**config.mk**
```make
export PLATFORM = sky130hd
export DESIGN_NAME = display_scan_controller
export DESIGN_NICKNAME = d
export VERILOG_FILES = /design/src/rtl/display_pkg.sv /design/src/rtl/scan_timer.sv /design/src/rtl/display_scan_controller.sv
export SDC_FILE = /design/constraint.sdc
export NUM_CORES = 1
export LEC_CHECK = 0
export ABC_AREA = 1
export CAP_MARGIN = 20
export CORE_MARGIN = 2
export CORE_UTILIZATION = 50
export CTS_CLUSTER_DIAMETER = 60
export CTS_CLUSTER_SIZE = 28
export DETAILED_ROUTE_END_ITERATION = 10
export GPL_ROUTABILITY_DRIVEN = 0
export PLACE_DENSITY_LB_ADDON = 0.05
export SETUP_SLACK_MARGIN = 0.3
export SYNTH_ARGS = -nofsm -noshare
export SYNTH_HDL_FRONTEND = slang
export SYNTH_SLANG_ARGS = --single-unit
```
**constraint.sdc**
```tcl
create_clock -name clock -period 4.98 [get_ports clock]
set_clock_uncertainty 0.15 [all_clocks]
set_input_delay 0.498 -clock clock [delete_from_list [all_inputs] [get_ports clock]]
set_output_delay 0.498 -clock clock [all_outputs]
set_load 0.05 [all_outputs]
```
**src/rtl/display_pkg.sv**
```systemverilog
// Shared types and constants for the multiplexed BCD display scanner.
package display_pkg;

    localparam int unsigned NUM_DIGITS = 4;
    localparam int unsigned BCD_W      = 4;
    localparam int unsigned IDX_W      = $clog2(NUM_DIGITS);
    localparam logic [BCD_W-1:0] BCD_BLANK = 4'hF;

    typedef enum logic {
        BLANK,
        SHOW
    } scan_state_t;

    typedef logic [NUM_DIGITS-1:0][BCD_W-1:0] bcd_word_t;

    // Digit k is suppressed when blanking is enabled and it and every higher digit are zero.
    function automatic logic digit_blanked(input bcd_word_t word,
                                           input logic [IDX_W-1:0] k,
                                           input logic lz);
        logic zero_above;
        zero_above = 1'b1;
        for (int i = 0; i < int'(NUM_DIGITS); i++) begin
            if (i >= int'(k) && word[i] != '0) begin
                zero_above = 1'b0;
            end
        end
        return lz && (k != '0) && zero_above;
    endfunction

endpackage

```
**src/rtl/scan_timer.sv**
```systemverilog
// Slot timer: counts up from zero after start, flags the last cycle of a load-cycle slot.
module scan_timer #(
    parameter int unsigned WIDTH = 4
) (
    input  logic             clock,
    input  logic             reset_n,
    input  logic             start,
    input  logic [WIDTH-1:0] load,
    output logic             done_c
);

    logic [WIDTH-1:0] count;

    assign done_c = (count == WIDTH'(load - 1'b1));

    // Holds at the terminal count rather than wrapping.
    always_ff @(posedge clock or negedge reset_n) begin
        if (!reset_n) begin
            count <= '0;
        end else if (start) begin
            count <= '0;
        end else if (!done_c) begin
            count <= count + 1'b1;
        end
    end

endmodule

```
**src/rtl/display_scan_controller.sv**
```systemverilog
// Four-digit multiplexed BCD display scanner with dead-time blanking,
// leading-zero suppression and frame-synchronous (tear-free) value updates.
module display_scan_controller
    import display_pkg::*;
#(
    parameter int unsigned DWELL_CYCLES = 1000,
    parameter int unsigned BLANK_CYCLES = 2
) (
    input  logic        clock,
    input  logic        reset_n,
    input  logic        load_valid,
    output logic        load_ready,
    input  logic [15:0] load_data,
    input  logic        lz_blank,
    output logic [3:0]  bcd_out,
    output logic [3:0]  digit_en,
    output logic        frame_done
);

    localparam int unsigned MAX_CYCLES = (DWELL_CYCLES > BLANK_CYCLES) ? DWELL_CYCLES : BLANK_CYCLES;
    localparam int unsigned TIMER_W    = $clog2(MAX_CYCLES + 1);

    scan_state_t       state, state_next;
    logic [IDX_W-1:0]  idx, idx_next;
    bcd_word_t         active, active_next, shadow;
    logic              pending, pending_next;
    logic              accept_c;
    logic              slot_done_c;
    logic              frame_end_c;
    logic              blank_c;
    logic [TIMER_W-1:0] timer_load_c;
    logic [BCD_W-1:0]  bcd_next_c;
    logic [NUM_DIGITS-1:0] en_next_c;

    scan_timer #(
        .WIDTH (TIMER_W)
    ) u_scan_timer (
        .clock   (clock),
        .reset_n (reset_n),
        .start   (slot_done_c),
        .load    (timer_load_c),
        .done_c  (slot_done_c)
    );

    // Next-state: slot sequencing, frame-boundary commit of the shadow value, load handshake.
    always_comb begin
        state_next   = state;
        idx_next     = idx;
        active_next  = active;
        pending_next = pending;
        frame_end_c  = 1'b0;
        accept_c     = load_valid && load_ready;
        timer_load_c = (state == BLANK) ? TIMER_W'(BLANK_CYCLES) : TIMER_W'(DWELL_CYCLES);

        if (slot_done_c) begin
            case (state)
                BLANK: state_next = SHOW;
                SHOW: begin
                    state_next = BLANK;
                    idx_next   = idx + 1'b1;
                    if (idx == IDX_W'(NUM_DIGITS - 1)) begin
                        frame_end_c = 1'b1;
                        if (pending) begin
                            active_next  = shadow;
                            pending_next = 1'b0;
                        end
                    end
                end
                default: state_next = BLANK;
            endcase
        end

        if (accept_c) begin
            pending_next = 1'b1;
        end

        blank_c    = digit_blanked(active_next, idx_next, lz_blank);
        bcd_next_c = blank_c ? BCD_BLANK : active_next[idx_next];
        en_next_c  = (state_next == SHOW && !blank_c) ? (NUM_DIGITS'(1) << idx_next) : '0;
    end

    // State and registered outputs; the decoder input is valid throughout each dead-time window.
    always_ff @(posedge clock or negedge reset_n) begin
        if (!reset_n) begin
            state      <= BLANK;
            idx        <= '0;
            active     <= '0;
            shadow     <= '0;
            pending    <= 1'b0;
            load_ready <= 1'b0;
            bcd_out    <= '0;
            digit_en   <= '0;
            frame_done <= 1'b0;
        end else begin
            state      <= state_next;
            idx        <= idx_next;
            active     <= active_next;
            pending    <= pending_next;
            if (accept_c) begin
                shadow <= load_data;
            end
            load_ready <= !pending && !accept_c;
            bcd_out    <= bcd_next_c;
            digit_en   <= en_next_c;
            frame_done <= frame_end_c;
        end
    end

endmodule

```
==> metrics.cfg <==
[power]
power_density_nw_per_um2=229.8
power_mw=0.8135
comb_power_share_pct=4.4
clkPwrFrac_pct=38.5
switchingPower_mw=0.1819
internal_power_mw=0.6317
swShare_pct=22.35
p_leak_nw=1.889
p_seq_share_pct=57.1
vdd_drop_max_v=0.0001387

[yosys]
postSynthCellCount=455
synth_warnings=0
ys_async_sr_fraction_pct=100.0
netlist.area_leader.share_pct=44.75
avgSynthCellArea_um2=6.883
synth_commonest_cells=nand2_1 (228), dfrtp_1 (56), inv_1 (34), nor2_1 (25)
synth-seq-cells=56
synth.area.top_cells=dfrtp_1 (45%), nand2_1 (27%), inv_1 (4.1%), nand3_1 (3.0%), o21ai_0 (3.0%)
post_synth_num_cell_types=30
synth_ff_type=dfrtp_1
syn_area_um2=3132
ys_seq_area_share_pct=44.75
synth.most_common_cell=nand2_1
synth_area_leader_cell=dfrtp_1
syn_nets=477
synth-edff-count=0

[place]
place_area_um2=3425
dp_slack_ns=1.892
hpwl_um=4955
io_buffers=29
dp_cells=542

[critical_path]
startpoint_type=flip-flop
worstPathMaxFanout=31
required_ns=5.08
arrival_ns=3.18
cp_slowest_stage_delay_ns=0.97
crit_top_cell=nand2_1
path_cells=inv_2 -> nand2_1 -> nand2_1 -> inv_2 -> nand2_1 -> nor2_2 -> nand3_2 -> clkinv_1 -> nand2_1 -> nand3_1 -> nor2_2 -> nand3_2 -> nand2_2 -> nor2_1
end_kind=flip-flop
crit_family=simple AND/OR/NAND/NOR gates
cp_slowest_cell=dfrtp_1
critical_path_buf_inv_count=3
crit_type=flip-flop to flip-flop

[timing]
setup_slack_ns=1.902
worstMarginPinSlew_ns=0.9351
slew_headroom_pct=37.66
slew_viol_final=0
hold_ws_ns=0.1586
hold_violations=0
rsz0062_at_grt=no
finalCriticalPeriod_ns=3.078
setup_viol=0
setup_tns_ns=0
fmax_mhz=324.9
fin_crit_sh_pct=61.81

[min_path]
worstHoldPathType=input port to async pin

[clocking]
cts_buffers=5
cts.sinks=56
max-clock-path-buffers=2
clkLatencyLatePin_ns=0.31
cts_setup_buffers=0
cts_resized=0
cts_htree_levels=2
cts_tree=done
cts_root_buffer=clkbuf_8
cts_hold_buf=0
path_clk_slew_ns=0.11

[floorplanning]
start_util_pct=52.28
dieArea_um2=6912
core-area_um2=5991
fp.dieW_um=83.14
ios=30
die_h_um=83.14
rows=28

[grt]
antenna_found_initial=0
grt_usage_pct=20.92
grt_start_max_net_pins=57
grt_pass1_wl_um=12120
grt_pass1_vias=2698
grt-ovfl-total=0

[cells_and_area]
final_cells=550
fin_nets=496
fin_util_pct=59.09
stdcell_area_um2=3540
area_delta_synth_final_pct=13.02
n_antenna_cell=0
drive_gt1_share_pct=6.526

[detailed_routing]
wl_per_cell_um=12.36
drc=0
ant_nets=0
drt_iter0_drc=145
avgViaCountPerCell=5.084
wl_um=6797
drt-pass1-iter-count=4
vias=2796

[outcome]
status=finished, final reports clean

[run]
max-cap-violations=0

==> kinds of logic (layout without fill, tap and decap cells) <==
kind of cell | Yosys count | count (layout) | share of synthesized area [%]
flops | 56 | 56 | 44.75
buf+inv | 57 | 77 | 7.670
fa+ha+maj | 2 | 2 | 0.7989
compound gates | 38 | 38 | 7.191
simple gates | 300 | 300 | 39.03
xor+xnor | 2 | 2 | 0.5594
==> registers in the layout (all words and copies together) (netlist names) <==
register	flops
idx	2
active	16
bcd_out	4
frame_done	1
load_ready	1
shadow	16
digit_en	4
state	1
u_scan_timer.count	10
pending	1
==> cell type report <==
| class | instances | area, um^2 |
|---|---|---|
| Inverter | 39 | 146.4 |
| Clock buffer | 5 | 68.82 |
| Multi-Input combinational cell | 342 | 1490 |
| Clock inverter | 3 | 46.29 |
| Tap cell | 75 | 93.84 |
| Fill cell | 568 | 2451 |
| Sequential cell | 56 | 1401 |
| Timing Repair Buffer | 30 | 292.8 |
==> cells in the final DEF (no fill, tap or decap), types with 2 or more instances in the layout <==
cell and instances:
nor3_1 7, inv_1 34, ha_1 2, a21oi_1 7
nand3_1 19, a22o_1 6, clkinv_1 2, nand4_1 3
nand3_2 2, clkdlybuf4s50_1 28, clkbuf_8 5, o21ai_1 2
nor2_2 5, o21ai_0 19, nor2_1 25, nand2_1 228
dfrtp_1 56, nand2_2 8, xor2_1 2, inv_2 3
==> routing by layer <==
metal / routed length [um] / vias up / track usage, %
met1: 3384 / 1284 / 30.23
met5: 0 / - / 0
li1: - / 1442 / -
met2: 2987 / 59 / 33.06
met4: 93 / 0 / 5.514
met3: 331 / 11 / 3.181
==> worst paths after layout <==
check                      startpoint  slack [ns]  cells after the start                     to
max in group asynchronous     reset_n        4.06                      2  u_scan_timer.count[1]
max reg2reg                     state        1.90                     14            digit_en[2]
max                             state        1.90                     14            digit_en[2]
min in group clock          shadow[1]        0.34                      2              shadow[1]
min                           reset_n        0.16                      2             shadow[15]
min reg2reg                 shadow[1]        0.34                      2              shadow[1]
==> power groups by stage <==
stage	Clock [mW]	Sequential (mW)	Combinational (mW)
floorplan	0	0.473	0.0107
global placement	0	0.473	0.0364
detailed placement	0	0.474	0.0371
CTS	0.319	0.465	0.0371
global route	0.334	0.465	0.0424
finish	0.313	0.465	0.0358
Note: power is estimated with default switching activity, not from simulation.
